$ cat config.mk
export PLATFORM = sky130hd
export DESIGN_NAME = xbar_cfg_ctrl
export DESIGN_NICKNAME = d
export VERILOG_FILES = /design/src/rtl/xbar_cfg_ctrl.sv
export SDC_FILE = /design/constraint.sdc
export NUM_CORES = 1
export LEC_CHECK = 0
export BUFFER_PORTS_ARGS = -buffer_cell sky130_fd_sc_hd__buf_2
export CAP_MARGIN = 5
export CELL_PAD_IN_SITES_DETAIL_PLACEMENT = 2
export CELL_PAD_IN_SITES_GLOBAL_PLACEMENT = 2
export CORE_MARGIN = 1
export CORE_UTILIZATION = 30
export DETAILED_ROUTE_END_ITERATION = 7
export GPL_ROUTABILITY_DRIVEN = 0
export GPL_TIMING_DRIVEN = 0
export PLACE_DENSITY_LB_ADDON = 0.05
export SYNTH_ARGS = -nofsm -noshare
export SYNTH_HDL_FRONTEND = slang
export SYNTH_SLANG_ARGS = --single-unit
$ cat constraint.sdc
create_clock -name clk -period 2.1 [get_ports clk]
set_input_delay 0.42 -clock clk [delete_from_list [all_inputs] [get_ports clk]]
set_output_delay 0.42 -clock clk [all_outputs]
set_load 0.01 [all_outputs]
$ cat src/rtl/xbar_cfg_ctrl.sv
// xbar_cfg_ctrl -- configuration sequencer for the LUT-tile input crossbar.
// Collects the mux-select bitstream word by word into a shadow register and
// applies it to the crossbar in one step when a commit is requested, so the
// crossbar never sees a half-written select set.
//
// Ports:
//   clk, reset       single clock, synchronous active-high reset
//   io_cfg_valid/    config word handshake (valid in, ready out);
//   io_cfg_ready     ready is low only while an image waits for commit
//   io_cfg_data      config word, word 0 carries the LSBs of the image
//   io_cfg_last      marks the final word of an image
//   io_commit        apply the pending shadow image
//   io_abort         discard any partial or pending image
//   io_mux_configs   active selects, field i at [i*SEL_W +: SEL_W]
//   io_cfg_pending   complete image waiting for commit
//   io_cfg_done      one-cycle pulse when a commit takes effect
//   io_cfg_err       sticky error flag for the last load attempt
//
// Optional feature: define XBAR_CFG_RANGE_CHECK_EN to reject images that
// contain a select field >= N_IN.
module xbar_cfg_ctrl #(
  parameter int N_IN   = 15,
  parameter int N_OUT  = 16,
  parameter int SEL_W  = 4,
  parameter int WORD_W = 8
) (
  input  logic                     clk,
  input  logic                     reset,
  input  logic                     io_cfg_valid,
  output logic                     io_cfg_ready,
  input  logic [WORD_W-1:0]        io_cfg_data,
  input  logic                     io_cfg_last,
  input  logic                     io_commit,
  input  logic                     io_abort,
  output logic [N_OUT*SEL_W-1:0]   io_mux_configs,
  output logic                     io_cfg_pending,
  output logic                     io_cfg_done,
  output logic                     io_cfg_err
);

  localparam int CFG_W  = N_OUT * SEL_W;
  localparam int NWORDS = CFG_W / WORD_W;
  localparam int WCNT_W = (NWORDS > 1) ? $clog2(NWORDS) : 1;
  localparam logic [WCNT_W-1:0] LAST_IDX = WCNT_W'(NWORDS - 1);

  typedef enum logic [1:0] {
    IDLE = 2'd0,
    LOAD = 2'd1,
    HOLD = 2'd2
  } state_e;

  state_e            state_q;
  logic [WCNT_W-1:0] wcnt_q;
  logic [CFG_W-1:0]  shadow_q;
  logic [CFG_W-1:0]  mux_q;
  logic              pending_q;
  logic              done_q;
  logic              err_q;
  logic              range_q;

  logic              beat;
  logic              is_final;
  logic              field_bad;
  logic              load_bad;

  assign io_cfg_ready   = (state_q != HOLD);
  assign io_mux_configs = mux_q;
  assign io_cfg_pending = pending_q;
  assign io_cfg_done    = done_q;
  assign io_cfg_err     = err_q;

  assign beat = io_cfg_valid & io_cfg_ready;

  // wcnt is 0 whenever the FSM sits in IDLE, so the same compare covers the
  // single-word image case in IDLE and the normal final word in LOAD.
  assign is_final = (wcnt_q == LAST_IDX);

`ifdef XBAR_CFG_RANGE_CHECK_EN
  localparam int FIELDS = WORD_W / SEL_W;
  localparam logic [SEL_W:0] NIN_L = (SEL_W + 1)'(N_IN);

  always_comb begin
    field_bad = 1'b0;
    for (int unsigned f = 0; f < FIELDS; f++) begin
      if ({1'b0, io_cfg_data[f*SEL_W +: SEL_W]} >= NIN_L) begin
        field_bad = 1'b1;
      end
    end
  end
`else
  assign field_bad = 1'b0;
`endif

  // Range flag of the words already accepted only counts while in LOAD.
  assign load_bad = field_bad | ((state_q == LOAD) & range_q);

  always_ff @(posedge clk) begin
    if (reset) begin
      state_q   <= IDLE;
      wcnt_q    <= '0;
      shadow_q  <= '0;
      mux_q     <= '0;
      pending_q <= 1'b0;
      done_q    <= 1'b0;
      err_q     <= 1'b0;
      range_q   <= 1'b0;
    end else begin
      done_q <= 1'b0;
      if (io_abort) begin
        state_q   <= IDLE;
        wcnt_q    <= '0;
        pending_q <= 1'b0;
        range_q   <= 1'b0;
      end else begin
        unique case (state_q)
          IDLE, LOAD: begin
            if (beat) begin
              for (int unsigned k = 0; k < NWORDS; k++) begin
                if (wcnt_q == WCNT_W'(k)) begin
                  shadow_q[k*WORD_W +: WORD_W] <= io_cfg_data;
                end
              end
              // A new load attempt clears the previous error; a later
              // assignment in this branch may set it again.
              if (state_q == IDLE) begin
                err_q <= 1'b0;
              end
              if (io_cfg_last != is_final) begin
                err_q   <= 1'b1;
                state_q <= IDLE;
                wcnt_q  <= '0;
                range_q <= 1'b0;
              end else if (is_final) begin
                wcnt_q  <= '0;
                range_q <= 1'b0;
                if (load_bad) begin
                  err_q   <= 1'b1;
                  state_q <= IDLE;
                end else begin
                  state_q   <= HOLD;
                  pending_q <= 1'b1;
                end
              end else begin
                wcnt_q  <= wcnt_q + WCNT_W'(1);
                range_q <= load_bad;
                state_q <= LOAD;
              end
            end
          end
          HOLD: begin
            if (io_commit) begin
              mux_q     <= shadow_q;
              done_q    <= 1'b1;
              pending_q <= 1'b0;
              state_q   <= IDLE;
            end
          end
          default: begin
            state_q   <= IDLE;
            wcnt_q    <= '0;
            pending_q <= 1'b0;
            range_q   <= 1'b0;
          end
        endcase
      end
    end
  end

endmodule

==> flow_metrics.tcl, run 1 <==
set metrics [dict create \
    cp_max_fo 7 \
    dp_hpwl_um 12500 \
    die_h_um 135 \
    die_x_um 135 \
    clk_pin_slew_ns 0.06 \
    critPathCaptureType "flip-flop" \
    clock-sinks 137 \
    whs_ns 0.355 \
    rows 48 \
    synth_ff_type "dfxtp_1" \
    diodes 0 \
    synth_area_leader_cell "dfxtp_1" \
    ctsRootBufferMaster "clkbuf_16" \
    yosys-top-cells-count "137 x dfxtp_1, 132 x nand2_1, 116 x a21oi_1" \
    cts_tree "built" \
    first_pass_iters 4 \
    pwr_density_cell_mw_per_mm2 919 \
    min_path_type "in -> reg" \
    synth_top_cell_area_share 0.520 \
    clock_skew_ns 0.00415 \
    die_area_mm2 0.0181 \
    tightestPinTransition_ns 0.771 \
    core_mm2 0.0172 \
    drive_above_1_share 0.189 \
    num_vias 4766 \
    grt_pass1_vias 5100 \
    ir_worst_vdd_v 0.000575 \
    setup_ws_ns 0.0757 \
    min_period_ns 2.02 \
    status "completed" \
    max_freq_ghz 0.494 \
    drv_cap 0 \
    setup_viol 0 \
    crit_required_ns 2.45 \
    fin_crit_sh 0.964 \
    numCtsBuffers 17 \
    ys_seq_area_frac 0.520 \
    initial_utilization 0.306 \
    h-tree-depth 4 \
    drt-total-wl_um 17800 \
    synth-edff-count 0 \
    finalNetCount 743 \
    viasPerCell 4.96 \
    power_leakage_uw 0.00245 \
    crit_arrival_ns 2.38 \
    grtUsageTotal 0.208 \
    hold_buffers 0 \
    hold_viol 0 \
    grt_max_degree 17 \
    avgSynthCellArea_um2 8.35 \
    synth_area_leaders "dfxtp_1 52%, a21oi_1 11%, nand2_1 9.4%" \
    critPathKind "reg -> reg" \
    drcViolationCount 0 \
    syn_nets 652 \
    antenna_found_initial 0 \
    synth_seq_cells 137 \
    final_antenna_net_count 0 \
    synth_cells 631 \
    grt_first_pass_wirelength_um 28100 \
    dp_slack_ns -0.247 \
    wire_per_inst_um 18.6 \
    postLayoutCoreUtil 0.381 \
    netlist_area_mm2 0.00527 \
    slew_viol_final 0 \
    yosysWarningCount 0 \
    io_pins 82 \
    area_growth_pct 24.8 \
    grt_overflow 0 \
    clk_latency_ns 0.43 \
    max_slew_margin 0.486 \
    synth.most_common_cell "dfxtp_1" \
    port_buffers 72 \
    synthDistinctLibCells 33 \
    setup.worst_path.start_class "flip-flop" \
    clockBufferDepth 2 \
    async_flop_share 0 \
    drtIter0Drc 138 \
]
-- through the flow --
stage,setup TNS (ns),cells,total power [uW],cell area [um^2]
2_1_floorplan,0,631,2770,5270
3_3_place_gp,-0.205,928,2840,5910
3_5_place_dp,-0.741,928,2840,5910
4_1_cts,0,960,6110,6570
5_1_grt,-0.0179,960,6250,6580
6_report,0,960,6040,6580
-- power by group --
part	internal [uW]	total [uW]	switching [uW]	leakage, uW
clock	2130	3250	1120	0.000309
combinational	40.5	173	133	0.00104
sequential	2610	2620	6.15	0.00111
-- registers in the layout, indices dropped and copies added, names as in the netlist --
signal          flops
io_cfg_pending      1
io_cfg_done         1
io_cfg_err          1
wcnt_q              3
io_mux_configs     64
state_q             2
range_q             1
shadow_q           64
-- cell type report --
cell class	instances	area, um^2
Tap cell	225	282
Clock buffer	23	458
Buffer	62	327
Timing Repair Buffer	72	360
Inverter	8	30.0
Clock inverter	9	170
Fill cell	1924	10700
Sequential cell	137	2750
Multi-Input combinational cell	424	2200
-- critical path: stages (launching register included) --
cell     delay, ns
dfxtp_2       0.37
ha_2          0.22
ha_4          0.18
inv_1         0.08
ha_4          0.24
or2_2         0.28
or4_1         0.43
a21oi_1       0.16
-- cells by family (layout without fill, tap and decap cells) --
kind of cell	count (synthesis)	in the layout	synth area share
simple gates	227	227	0.193
compound gates	172	172	0.168
flops	137	137	0.520
buf+inv	70	174	0.0677
mux	18	18	0.0342
fa+ha+maj	7	7	0.0166
-- path summary, 6_finish.rpt --
check,startpoint,to,slack [ns],cells past startpoint
max,wcnt_q[1]$_SDFFE_PP0P_,wcnt_q[0]$_SDFFE_PP0P_,0.08,7
min,io_commit,io_cfg_pending$_SDFFE_PP0P_,0.36,3
max reg2reg,wcnt_q[1]$_SDFFE_PP0P_,wcnt_q[0]$_SDFFE_PP0P_,0.08,7
min reg2reg,shadow_q[15]$_SDFFE_PP0P_,io_mux_configs[15]$_SDFFE_PP0P_,0.45,2
-- routing by layer --
layer,GRT usage,vias to the layer above,wire (um)
met5,0,-,0
met4,0.0793,0,324
met3,0.0417,27,544
met2,0.364,75,8860
met1,0.251,2351,8100
li1,-,2313,-
-- cell usage in the layout (no fill, tap or decap), types with 17 or more instances in the layout --
cell type and count:
a21oi_1 116, buf_2 87, clkbuf_1 38, clkbuf_16 17
dfxtp_1 135, mux2i_1 18, nand2_1 132, nand3_1 48
nor2_1 21, o21ai_0 49
-- what timing repair did --
action,CTS,global route
setup buffers,0,0
setup endpoints to repair,2,2
resized for setup,6,2
Note: power is estimated with default switching activity, not from simulation.
==> run 2: changes to the inputs <==
--- a/config.mk
+++ b/config.mk
@@ -14,7 +14,7 @@
 export DETAILED_ROUTE_END_ITERATION = 7
 export GPL_ROUTABILITY_DRIVEN = 0
 export GPL_TIMING_DRIVEN = 0
-export PLACE_DENSITY_LB_ADDON = 0.05
+export PLACE_DENSITY_LB_ADDON = 0.1
 export SYNTH_ARGS = -nofsm -noshare
 export SYNTH_HDL_FRONTEND = slang
 export SYNTH_SLANG_ARGS = --single-unit
==> flow_metrics.tcl, run 2 (same netlist as run 1, synthesis figures left out) <==
set metrics [dict create \
    status "completed" \
    final.setup.tns_ns 0 \
    clock_skew_ns 0.00454 \
    power_leakage_uw 0.00244 \
    final_common_cell "dfxtp_1" \
    drt-total-wl_um 17500 \
    ctsRootBufferMaster "clkbuf_16" \
    layout_common_cells "135 x dfxtp_1, 132 x nand2_1, 116 x a21oi_1, 87 x buf_2, 49 x o21ai_0" \
    numCtsBuffers 17 \
    hold_buffers 0 \
    setup.worst_path.start_class "flip-flop" \
    dp_hpwl_um 12400 \
    finalNetCount 743 \
    slew_viol_final 0 \
    grtUsageTotal 0.203 \
    clk_pin_slew_ns 0.06 \
    core_mm2 0.0172 \
    die_x_um 135 \
    min_path_type "in -> reg" \
    grt_pass1_vias 5006 \
    cts_tree "built" \
    multi_input_area_mm2 0.00221 \
    die_area_mm2 0.0181 \
    crit_arrival_ns 2.35 \
    area_growth_pct 24.4 \
    rows 48 \
    cts_resized 6 \
    viasPerCell 4.96 \
    fin_crit_sh 0.956 \
    crit_required_ns 2.45 \
    max_slew_margin 0.489 \
    initial_utilization 0.306 \
    critPathCaptureType "flip-flop" \
    drv_cap 0 \
    regArea_mm2 0.00275 \
    wire_per_inst_um 18.3 \
    drcViolationCount 0 \
    cp_max_fo 7 \
    die_h_um 135 \
    first_pass_iters 4 \
    max_freq_ghz 0.498 \
    slowest_delay_ns 0.51 \
    cpMaxStageDelayCell "dfxtp_1" \
    finalPower_uw 5840 \
    clockBufferDepth 2 \
    clock-sinks 137 \
    critPathKind "reg -> reg" \
    antenna_found_initial 0 \
    io_pins 82 \
    grt_overflow 0 \
    setup_viol 0 \
    num_vias 4759 \
    min_period_ns 2.01 \
    port_buffers 72 \
    whs_ns 0.363 \
    cp_cell_sequence "ha_4 > inv_1 > ha_4 > or2_2 > or4_1 > a21oi_1" \
    tightestPinTransition_ns 0.766 \
    grt_first_pass_wirelength_um 27700 \
    fillers 1961 \
    diodes 0 \
    h-tree-depth 4 \
    pwr_density_cell_mw_per_mm2 890 \
    grt_max_degree 17 \
    ir_worst_vdd_v 0.000550 \
    drtIter0Drc 172 \
    clk_latency_ns 0.42 \
    cts_setup_buffers 0 \
    grt_setup_unrepaired "false" \
    postLayoutCoreUtil 0.380 \
    drive_above_1_share 0.193 \
    path_common_cell "ha_4" \
    hold_viol 0 \
    final_antenna_net_count 0 \
]
-- run 2: layout make-up --
type | count | area share
flip-flops and latches | 137 | 0.419
multi-input cells | 424 | 0.337
clock buffers | 25 | 0.0786
repair buffers | 72 | 0.0550
plain buffers | 62 | 0.0498
well taps | 225 | 0.0429
clock inverters | 7 | 0.0134
inverters | 8 | 0.00458
-- run 2: path summary, 6_finish.rpt --
check / to / slack [ns] / cells past startpoint / startpoint
hold / removal: io_cfg_pending$_SDFFE_PP0P_ / 0.36 / 3 / io_commit
hold reg to reg: io_mux_configs[5]$_SDFFE_PP0P_ / 0.45 / 2 / io_mux_configs[5]$_SDFFE_PP0P_
setup / recovery: wcnt_q[0]$_SDFFE_PP0P_ / 0.09 / 6 / wcnt_q[2]$_SDFFE_PP0P_
setup reg to reg: wcnt_q[0]$_SDFFE_PP0P_ / 0.09 / 6 / wcnt_q[2]$_SDFFE_PP0P_
-- run 2: metrics by stage --
step	setup WS, ns	instances	area [um^2]
after global routing	0.0164	960	6560
after floorplan	0.102	631	5270
after global placement	-0.136	928	5910
final	0.0931	960	6560
after CTS	0.0466	960	6550
after detailed placement	-0.280	928	5910
-- run 2: report_power, final --
part	internal [uW]	total, uW	leakage [uW]	switching, uW
Combinational	40.3	173	0.00104	133
Clock	1930	3040	0.000299	1120
Sequential	2610	2620	0.00111	7.00
-- run 2: worst max-delay path, delay by kind of cell, from the launching register on --
family / cells / cell delay [ns]
buf+inv: 1 / 0.08
flops: 1 / 0.51
fa+ha+maj: 2 / 0.47
simple gates: 2 / 0.69
compound gates: 1 / 0.17
-- run 2: layer usage --
metal / up-vias / track usage / part of all wire / wire, um
met3: 19 / 0.0357 / 0.032 / 563
met1: 2350 / 0.250 / 0.45 / 7840
met5: - / 0 / 0 / 0
met2: 81 / 0.358 / 0.51 / 8890
li1: 2309 / - / - / -
met4: 0 / 0.0668 / 0.014 / 245
==> run 3: changes to the inputs <==
--- a/config.mk
+++ b/config.mk
@@ -9,6 +9,7 @@
 export CAP_MARGIN = 5
 export CELL_PAD_IN_SITES_DETAIL_PLACEMENT = 2
 export CELL_PAD_IN_SITES_GLOBAL_PLACEMENT = 2
+export CORE_ASPECT_RATIO = 0.7
 export CORE_MARGIN = 1
 export CORE_UTILIZATION = 30
 export DETAILED_ROUTE_END_ITERATION = 7
==> flow_metrics.tcl, run 3 (same netlist as run 1, synthesis figures left out) <==
set metrics [dict create \
    status "completed" \
    rows 40 \
    clock_skew_ns 0.00903 \
    setup_viol 0 \
    drt-total-wl_um 18500 \
    slew_viol_final 0 \
    cpMaxStageDelayCell "dfxtp_1" \
    min_delay_path_depth 3 \
    cp_max_fo 10 \
    grt_first_pass_wirelength_um 29200 \
    grt_overflow 0 \
    clk_pin_slew_ns 0.06 \
    p_int_uw 4590 \
    final_common_cell "dfxtp_1" \
    final_cell_area_mm2 0.00659 \
    grt_max_degree 17 \
    r2r_setup_slack_ns 0.16 \
    first_pass_iters 7 \
    die_h_um 113 \
    power_leakage_uw 0.00244 \
    min_period_ns 1.99 \
    slowest_delay_ns 0.34 \
    r2r_cells 7 \
    drtIter0Drc 238 \
    grt_setup_unrepaired "false" \
    hold_viol 0 \
    switching_share 0.225 \
    worst_hold_startpoint "io_commit" \
    critPathCaptureType "primary output" \
    pwr-share-comb 0.030 \
    cp_top_family "buffers and inverters" \
    drcViolationCount 0 \
    die_area_mm2 0.0181 \
    hold_buffers 0 \
    h-tree-depth 4 \
    clockBufferDepth 2 \
    drive_above_1_share 0.196 \
    area_growth_pct 25.0 \
    dp_hpwl_um 13300 \
    port_buffers 72 \
    min_path_type "in -> reg" \
    crit_arrival_ns 1.57 \
    ctsRootBufferMaster "clkbuf_16" \
    diodes 0 \
    clock-sinks 137 \
    path_buf_inv 4 \
    clk_latency_ns 0.43 \
    die_x_um 160 \
    final_antenna_net_count 0 \
    cts_tree "built" \
    antenna_found_initial 0 \
    grtUsageTotal 0.214 \
    pwr_density_cell_mw_per_mm2 899 \
    grt_pass1_vias 5193 \
    layout_common_cells "135 x dfxtp_1, 132 x nand2_1, 116 x a21oi_1, 86 x buf_2, 49 x o21ai_0" \
    r2r-start "wcnt_q[1]$_SDFFE_PP0P_" \
    core_mm2 0.0172 \
    cp_cell_sequence "clkbuf_4 > buf_4 > nor2b_2 > inv_1 > buf_2" \
    drv_cap 0 \
    num_vias 4852 \
    setup.worst_path.start_class "flip-flop" \
    finalNetCount 743 \
    viasPerCell 5.02 \
    wire_per_inst_um 19.1 \
    initial_utilization 0.307 \
    whs_ns 0.357 \
    power.switching_uw 1330 \
    io_pins 82 \
    ir_worst_vdd_v 0.000426 \
    numCtsBuffers 17 \
    crit_required_ns 1.68 \
    fin_crit_sh 0.948 \
    finalPower_uw 5920 \
    max_freq_ghz 0.502 \
    p_seq_frac 0.442 \
    max_slew_margin 0.479 \
    clkPwrFrac 0.529 \
    placed_area_mm2 0.00592 \
    r2r_end "wcnt_q[0]$_SDFFE_PP0P_" \
    min_to "io_cfg_pending$_SDFFE_PP0P_" \
    tightestPinTransition_ns 0.782 \
    critPathKind "reg -> out" \
]
==> run 3: final cells by class <==
cell class	instances	area, um^2
fill	1952	10600
sequential	137	2750
multi-input combinational	424	2210
clock buffer	19	453
timing repair buffer	72	360
buffer	62	329
tap	231	289
clock inverter	13	170
inverter	8	30.0
==> run 3: how the worst max path moves through the flow <==
stage,start,to,slack [ns],cells after the start
3_3_place_gp,wcnt_q[1]$_SDFFE_PP0P_,wcnt_q[0]$_SDFFE_PP0P_,-0.12,7
4_1_cts,wcnt_q[1]$_SDFFE_PP0P_,wcnt_q[0]$_SDFFE_PP0P_,0.01,7
3_5_place_dp,wcnt_q[1]$_SDFFE_PP0P_,wcnt_q[0]$_SDFFE_PP0P_,-0.16,7
2_1_floorplan,wcnt_q[0]$_SDFFE_PP0P_,wcnt_q[0]$_SDFFE_PP0P_,0.10,7
5_1_grt,state_q[1]$_SDFFE_PP0P_,io_cfg_ready,0.008,5
6_report,state_q[1]$_SDFFE_PP0P_,io_cfg_ready,0.11,5
==> run 3: power groups by stage <==
| stage | sequential (uW) | combinational (uW) | clock [uW] |
|---|---|---|---|
| after floorplan | 2670 | 97.1 | 0 |
| after CTS | 2620 | 174 | 3200 |
| after global routing | 2620 | 190 | 3310 |
| after global placement | 2670 | 169 | 0 |
| final | 2620 | 176 | 3130 |
| after detailed placement | 2670 | 173 | 0 |
==> run 3: timing repair <==
item / CTS / global route
pin swaps: 0 / 0
buffers inserted: 0 / 0
endpoints found under the setup margin: 2 / 2
resized for setup: 5 / 4
==> run 3: stage by stage <==
stage / utilization / std cells / TNS (ns) / setup WS, ns
5_1_grt: 0.384 / 966 / 0 / 0.00817
4_1_cts: 0.382 / 966 / 0 / 0.0116
3_5_place_dp: 0.345 / 934 / -0.220 / -0.158
2_1_floorplan: - / 631 / 0 / 0.102
6_report: 0.384 / 966 / 0 / 0.109
3_3_place_gp: 0.345 / 934 / -0.124 / -0.124
==> run 3: routing by layer <==
layer | GRT usage | wire, um | up-vias
met5 | 0 | 0 | -
met4 | 0.0667 | 233 | 0
met3 | 0.0455 | 813 | 21
met2 | 0.343 | 8550 | 106
met1 | 0.287 | 8850 | 2416
li1 | - | - | 2309
==> run 3: worst register-to-register path: stages (launching register included) <==
cell     delay, ns
dfxtp_2       0.40
ha_4          0.17
ha_4          0.16
inv_1         0.07
ha_4          0.24
or2_2         0.28
or4_1         0.41
a21oi_1       0.15
